==> src/rtl/wshb_if.sv <==
// Wishbone B4 classic/registered-burst bus bundle.
// Carries request, write data, ack and read data for one master/slave link.
interface wshb_if #(
  parameter int AW = 32,
  parameter int DW = 32
);
  logic          cyc;
  logic          stb;
  logic          we;
  logic [AW-1:0] adr;
  logic [DW-1:0] dat_ms;
  logic [DW/8-1:0] sel;
  logic [2:0]    cti;
  logic [1:0]    bte;
  logic          ack;
  logic [DW-1:0] dat_sm;

  modport master (
    output cyc, stb, we, adr, dat_ms,
    output sel, cti, bte,
    input  ack, dat_sm
  );

  modport slave (
    input  cyc, stb, we, adr, dat_ms,
    input  sel, cti, bte,
    output ack, dat_sm
  );
endinterface

==> src/rtl/wshb_arbiter.sv <==
// Two-master Wishbone arbiter in front of the SDRAM controller.
// Ports: clk, rst (sync, active-high); m0/m1 master links (slave
// modport), s slave link (master modport), gnt one-hot grant {m1,m0}.
// Round-robin per cyc, one idle cycle between grants, and a hold
// limit of MAX_HOLD acks while the other master is waiting.
module wshb_arbiter #(
  parameter int MAX_HOLD = 64,
  parameter int AW       = 32,
  parameter int DW       = 32
) (
  input  logic       clk,
  input  logic       rst,
  wshb_if.slave      m0,
  wshb_if.slave      m1,
  wshb_if.master     s,
  output logic [1:0] gnt
);

  localparam int HW = (MAX_HOLD > 1) ? $clog2(MAX_HOLD) : 1;
  localparam logic [HW-1:0] HOLD_MAX = HW'(MAX_HOLD - 1);

  localparam logic [1:0] IDLE = 2'd0;
  localparam logic [1:0] G0   = 2'd1;
  localparam logic [1:0] G1   = 2'd2;

  logic [1:0]    state_q;
  logic [1:0]    state_d;
  logic          last_q;
  logic [HW-1:0] hold_q;
  logic          other_cyc;
  logic          hold_max;
  logic          preempt;

  assign gnt = {state_q == G1, state_q == G0};

  // Cycle of the master not currently holding the bus.
  assign other_cyc = gnt[0] ? m1.cyc : m0.cyc;
  assign hold_max  = (hold_q == HOLD_MAX);
  // Only after an ack, so no strobe is abandoned mid-transfer.
  assign preempt   = s.ack & other_cyc & hold_max;

  always_comb begin
    state_d = state_q;
    case (state_q)
      IDLE: begin
        if (m0.cyc && m1.cyc)
          state_d = last_q ? G0 : G1;
        else if (m0.cyc)
          state_d = G0;
        else if (m1.cyc)
          state_d = G1;
      end
      G0: if (!m0.cyc || preempt) state_d = IDLE;
      G1: if (!m1.cyc || preempt) state_d = IDLE;
      default: state_d = IDLE;
    endcase
  end

  always_ff @(posedge clk) begin
    if (rst) begin
      state_q <= IDLE;
      last_q  <= 1'b1;
      hold_q  <= '0;
    end else begin
      state_q <= state_d;
      if (state_q == IDLE) begin
        hold_q <= '0;
        if (state_d == G0) last_q <= 1'b0;
        if (state_d == G1) last_q <= 1'b1;
      end else if (s.ack && other_cyc && !hold_max) begin
        hold_q <= hold_q + 1'b1;
      end
    end
  end

  // Idle bus parks on m0 for the qualifier fields; cyc/stb stay low.
  always_comb begin
    s.cyc    = 1'b0;
    s.stb    = 1'b0;
    s.we     = m0.we;
    s.adr    = m0.adr;
    s.dat_ms = m0.dat_ms;
    s.sel    = m0.sel;
    s.cti    = m0.cti;
    s.bte    = m0.bte;
    unique case (1'b1)
      gnt[0]: begin
        s.cyc = m0.cyc;
        s.stb = m0.stb;
      end
      gnt[1]: begin
        s.cyc    = m1.cyc;
        s.stb    = m1.stb;
        s.we     = m1.we;
        s.adr    = m1.adr;
        s.dat_ms = m1.dat_ms;
        s.sel    = m1.sel;
        s.cti    = m1.cti;
        s.bte    = m1.bte;
      end
      default: ;
    endcase
  end

  assign m0.ack    = s.ack & gnt[0];
  assign m1.ack    = s.ack & gnt[1];
  assign m0.dat_sm = s.dat_sm;
  assign m1.dat_sm = s.dat_sm;

endmodule
==> src/flat_wrapper.sv <==
// flat-port wrapper written by rule: the top's interface ports become plain ports
module wshb_arbiter_flat 
#(
  parameter int MAX_HOLD = 64,
  parameter int AW       = 32,
  parameter int DW       = 32
)
  (clk, rst, gnt, m0_cyc, m0_stb, m0_we, m0_adr, m0_dat_ms, m0_sel, m0_cti, m0_bte, m0_ack, m0_dat_sm, m1_cyc, m1_stb, m1_we, m1_adr, m1_dat_ms, m1_sel, m1_cti, m1_bte, m1_ack, m1_dat_sm, s_cyc, s_stb, s_we, s_adr, s_dat_ms, s_sel, s_cti, s_bte, s_ack, s_dat_sm);
  wshb_if #(.AW(AW), .DW(DW)) m0_i ();
  wshb_if #(.AW(AW), .DW(DW)) m1_i ();
  wshb_if #(.AW(AW), .DW(DW)) s_i ();
  input  logic clk;
  input  logic rst;
  output logic [1:0] gnt;
  input wire logic [$bits(m0_i.cyc)-1:0] m0_cyc;
  input wire logic [$bits(m0_i.stb)-1:0] m0_stb;
  input wire logic [$bits(m0_i.we)-1:0] m0_we;
  input wire logic [$bits(m0_i.adr)-1:0] m0_adr;
  input wire logic [$bits(m0_i.dat_ms)-1:0] m0_dat_ms;
  input wire logic [$bits(m0_i.sel)-1:0] m0_sel;
  input wire logic [$bits(m0_i.cti)-1:0] m0_cti;
  input wire logic [$bits(m0_i.bte)-1:0] m0_bte;
  output wire logic [$bits(m0_i.ack)-1:0] m0_ack;
  output wire logic [$bits(m0_i.dat_sm)-1:0] m0_dat_sm;
  input wire logic [$bits(m1_i.cyc)-1:0] m1_cyc;
  input wire logic [$bits(m1_i.stb)-1:0] m1_stb;
  input wire logic [$bits(m1_i.we)-1:0] m1_we;
  input wire logic [$bits(m1_i.adr)-1:0] m1_adr;
  input wire logic [$bits(m1_i.dat_ms)-1:0] m1_dat_ms;
  input wire logic [$bits(m1_i.sel)-1:0] m1_sel;
  input wire logic [$bits(m1_i.cti)-1:0] m1_cti;
  input wire logic [$bits(m1_i.bte)-1:0] m1_bte;
  output wire logic [$bits(m1_i.ack)-1:0] m1_ack;
  output wire logic [$bits(m1_i.dat_sm)-1:0] m1_dat_sm;
  output wire logic [$bits(s_i.cyc)-1:0] s_cyc;
  output wire logic [$bits(s_i.stb)-1:0] s_stb;
  output wire logic [$bits(s_i.we)-1:0] s_we;
  output wire logic [$bits(s_i.adr)-1:0] s_adr;
  output wire logic [$bits(s_i.dat_ms)-1:0] s_dat_ms;
  output wire logic [$bits(s_i.sel)-1:0] s_sel;
  output wire logic [$bits(s_i.cti)-1:0] s_cti;
  output wire logic [$bits(s_i.bte)-1:0] s_bte;
  input wire logic [$bits(s_i.ack)-1:0] s_ack;
  input wire logic [$bits(s_i.dat_sm)-1:0] s_dat_sm;
  assign m0_i.cyc = m0_cyc;
  assign m0_i.stb = m0_stb;
  assign m0_i.we = m0_we;
  assign m0_i.adr = m0_adr;
  assign m0_i.dat_ms = m0_dat_ms;
  assign m0_i.sel = m0_sel;
  assign m0_i.cti = m0_cti;
  assign m0_i.bte = m0_bte;
  assign m0_ack = m0_i.ack;
  assign m0_dat_sm = m0_i.dat_sm;
  assign m1_i.cyc = m1_cyc;
  assign m1_i.stb = m1_stb;
  assign m1_i.we = m1_we;
  assign m1_i.adr = m1_adr;
  assign m1_i.dat_ms = m1_dat_ms;
  assign m1_i.sel = m1_sel;
  assign m1_i.cti = m1_cti;
  assign m1_i.bte = m1_bte;
  assign m1_ack = m1_i.ack;
  assign m1_dat_sm = m1_i.dat_sm;
  assign s_cyc = s_i.cyc;
  assign s_stb = s_i.stb;
  assign s_we = s_i.we;
  assign s_adr = s_i.adr;
  assign s_dat_ms = s_i.dat_ms;
  assign s_sel = s_i.sel;
  assign s_cti = s_i.cti;
  assign s_bte = s_i.bte;
  assign s_i.ack = s_ack;
  assign s_i.dat_sm = s_dat_sm;
  wshb_arbiter #(.MAX_HOLD(MAX_HOLD), .AW(AW), .DW(DW)) u_core (.clk(clk), .rst(rst), .m0(m0_i), .m1(m1_i), .s(s_i), .gnt(gnt));
endmodule
==> config.mk <==
export PLATFORM = sky130hd
export DESIGN_NAME = wshb_arbiter_flat
export DESIGN_NICKNAME = d
export VERILOG_FILES = /design/src/rtl/wshb_if.sv /design/src/rtl/wshb_arbiter.sv /design/src/flat_wrapper.sv
export SDC_FILE = /design/constraint.sdc
export NUM_CORES = 1
export LEC_CHECK = 0
export CAP_MARGIN = 20
export CORE_AREA = 2 2 130 132
export DETAILED_ROUTE_END_ITERATION = 6
export DIE_AREA = 0 0 132 134
export GPL_TIMING_DRIVEN = 0
export MAX_ROUTING_LAYER = met4
export PLACE_DENSITY = 0.57
export RECOVER_POWER = 50
export SYNTH_ARGS = -nofsm -noshare
export SYNTH_HDL_FRONTEND = slang
export SYNTH_SLANG_ARGS = --single-unit
==> constraint.sdc <==
create_clock -name clk -period 5.3 [get_ports clk]
set_clock_uncertainty 0.1 [all_clocks]
set_input_delay 1.59 -clock clk [delete_from_list [all_inputs] [get_ports clk]]
set_output_delay 1.59 -clock clk [all_outputs]
set_load 0.02 [all_outputs]
==> impl_metrics.json, run 1 <==
{
  "synth_flop_cell": "dfxtp_1",
  "fin_crit_sh_pct": 93.0,
  "finalSetupViolations": 0,
  "io_buffers": 297,
  "globalRouteTotalUtil_pct": 11.5,
  "async_flop_share_pct": 0,
  "via_count": 2763,
  "critPathArrivalTime_ns": 3.24,
  "fmax_mhz": 203,
  "status": "finished, final reports clean",
  "regToRegStartpoint": "u_core.state_q[0]$_SDFF_PP0_",
  "die_h_um": 134,
  "cp_cell_sequence": "dlygate4sd3_1, a22o_2, and2_1, clkdlybuf4s50_1",
  "hold_path_class": "register to register",
  "grt_pass1_wl_um": 15800,
  "hold_viol": 0,
  "synth_enable_flop_cells": 0,
  "avgViaCountPerCell": 3.72,
  "r2r_slack_ns": 2.71,
  "grt_max_degree": 11,
  "cts.reportedPaths.clkPinSlew_ns": 0.04,
  "yosys_warnings": 0,
  "numCtsBuffers": 3,
  "crit_family": "buffers and inverters",
  "fin_util_pct": 32.7,
  "wire_per_inst_um": 14.9,
  "syn_inst": 221,
  "timing.critical_path.buf_inv": 2,
  "fin_cells": 742,
  "fin_crit_ns": 4.93,
  "ios": 331,
  "multi_input_area_um2": 1270,
  "drtIter0Drc": 38,
  "synth_seq_cells": 9,
  "peakVddDrop_mv": 0.0941,
  "fill_cells": 1664,
  "layout-drive-gt1-share_pct": 29.3,
  "yosysTopAreaCell": "mux2_2",
  "syn_nets": 414,
  "cts_resized": 0,
  "yosysUniqueCellTypes": 34,
  "drt_pass1_iterations": 4,
  "grt_antenna_before_repair": 0,
  "start_kind": "input port",
  "power_mw": 0.963,
  "rsz0062_at_grt": "no",
  "setup.worst_path.end": "s_cyc",
  "start_util_pct": 12.3,
  "worst_path_largest_cell_delay_ns": 0.62,
  "insertion_delay_ns": 0.23,
  "critPathKind": "input port to output port",
  "cts_sinks": 9,
  "crit_start": "m0_cyc",
  "drc_errors": 0,
  "r2r_end": "u_core.last_q$_SDFFE_PP1P_",
  "clockBufferDepth": 2,
  "fin_area_um2": 5330,
  "grt_pass1_vias": 2912,
  "fin_setup_tns_ns": 0,
  "synth.most_common_cell": "mux2_2",
  "placed_area_um2": 5250,
  "worst_pin_slew_ns": 0.457,
  "slew_headroom_pct": 69.4,
  "htreeDepth": 1,
  "required_ns": 3.61,
  "seqCellArea_um2": 180,
  "power_density_nw_per_um2": 181,
  "row_count": 47,
  "clock_tree.root_cell": "clkbuf_16",
  "cts_tree": "done",
  "ctsHoldBuffers": 0,
  "n_antenna_cell": 0,
  "syn_area_per_cell_um2": 9.06,
  "ant_nets": 0,
  "synth_top_cell_area_share_pct": 41.6,
  "synth_area_leaders": "mux2_2, buf_4, dfxtp_1",
  "yosys-top-cells-count": "mux2_2, buf_4, dfxtp_1",
  "ys_seq_area_share_pct": 8.99,
  "core_um2": 16300,
  "worstSetupEndpointType": "output port",
  "dp.cells": 738,
  "nets": 716,
  "die_w_um": 132,
  "crit_path_top_delay_cell": "dlygate4sd3_1",
  "syn_area_um2": 2000,
  "grt.overflow.total": 0,
  "die-area_um2": 17700,
  "cellLeakagePower_nw": 2.07,
  "wl_um": 11100,
  "r2r_cells": 10,
  "cp_max_fo": 6,
  "gp_congestion": 0.783,
  "area_delta_synth_final_pct": 166,
  "maxSlewViolCount": 0,
  "cap_violations": 0,
  "cp.depth": 4,
  "cts_setup_buffers": 0,
  "dp_hpwl_um": 9760
}
[tightest hold or removal path, stage by stage, from the launching register on]
cell     delay, ns
dfxtp_1       0.32
nand2_1       0.06
mux2i_1       0.05
[cell families (layout without fill, tap and decap cells)]
group | Yosys count | in the layout | synth area share (%)
mux | 80 | 80 | 44.8
compound gates | 16 | 16 | 6.56
flops | 9 | 9 | 8.99
simple gates | 31 | 31 | 8.56
fa+ha+maj | 6 | 6 | 3.75
buf+inv | 79 | 380 | 27.3
[metrics by stage]
step	hold WS [ns]	setup slack, ns
6_report	0.385	0.371
3_5_place_dp	0.384	0.430
2_1_floorplan	0.341	1.57
5_1_grt	0.410	0.302
3_3_place_gp	0.374	0.441
4_1_cts	0.389	0.428
[power by group]
part	switching (mW)	internal (mW)	total, mW	leakage, nW
combinational	0.328	0.420	0.748	1.96
sequential	0.00774	0.0760	0.0838	0.0732
clock	0.0304	0.100	0.131	0.0382
total	0.367	0.596	0.963	2.07
[area by class of cell]
class | instances | share of cell area [%]
repair buffers | 297 | 55.8
multi-input cells | 133 | 23.9
plain buffers | 74 | 9.92
well taps | 220 | 5.17
flip-flops and latches | 9 | 3.38
clock buffers | 4 | 1.48
inverters | 5 | 0.352
[sequential cells by signal, summed over array words and instances, names as in the netlist]
name            cells
u_core.hold_q       6
u_core.state_q      2
u_core.last_q       1
[how the worst min path moves through the flow]
stage,cells after the start,from,to
global placement,2,u_core.last_q$_SDFFE_PP1P_,u_core.last_q$_SDFFE_PP1P_
floorplan,2,u_core.last_q$_SDFFE_PP1P_,u_core.last_q$_SDFFE_PP1P_
global route,2,u_core.last_q$_SDFFE_PP1P_,u_core.last_q$_SDFFE_PP1P_
finish,2,u_core.hold_q[1]$_SDFFE_PP0P_,u_core.hold_q[1]$_SDFFE_PP0P_
CTS,2,u_core.hold_q[1]$_SDFFE_PP0P_,u_core.hold_q[1]$_SDFFE_PP0P_
detailed placement,2,u_core.hold_q[1]$_SDFFE_PP0P_,u_core.hold_q[1]$_SDFFE_PP0P_
[cell usage in the layout, fill, tap and decap left out, types with 3 or more instances in the layout]
| master | Yosys | final |
|---|---|---|
| a32o_1 | 3 | 3 |
| buf_2 | 8 | 8 |
| nor2_1 | 4 | 4 |
| buf_4 | 64 | 64 |
| clkbuf_1 | 2 | 3 |
| dfxtp_1 | 9 | 9 |
| nand2_1 | 8 | 8 |
| inv_1 | 5 | 5 |
| mux2_2 | 74 | 74 |
| ha_1 | 6 | 6 |
| nor2b_1 | 4 | 4 |
| clkbuf_16 | 0 | 3 |
| dlygate4sd3_1 | 0 | 69 |
| mux2i_1 | 5 | 5 |
| clkdlybuf4s50_1 | 0 | 228 |
[routing by layer]
metal  vias up  track usage [%]  wire (µm)
met2       201             21.6       5750
met1      1236             12.8       4250
met4         0             1.09         37
li1       1324                -          -
met3         2             2.65       1010
met5         -                -          0
No activity file was read; power rests on OpenSTA's default activity.
==> inputs of run 2 (changes only) <==
CAP_MARGIN = 5   (was 20)
SKIP_LAST_GASP = 1   (was default)
==> results of run 2 <==
The final DEF is identical to that of run 1; final timing and power are the same.
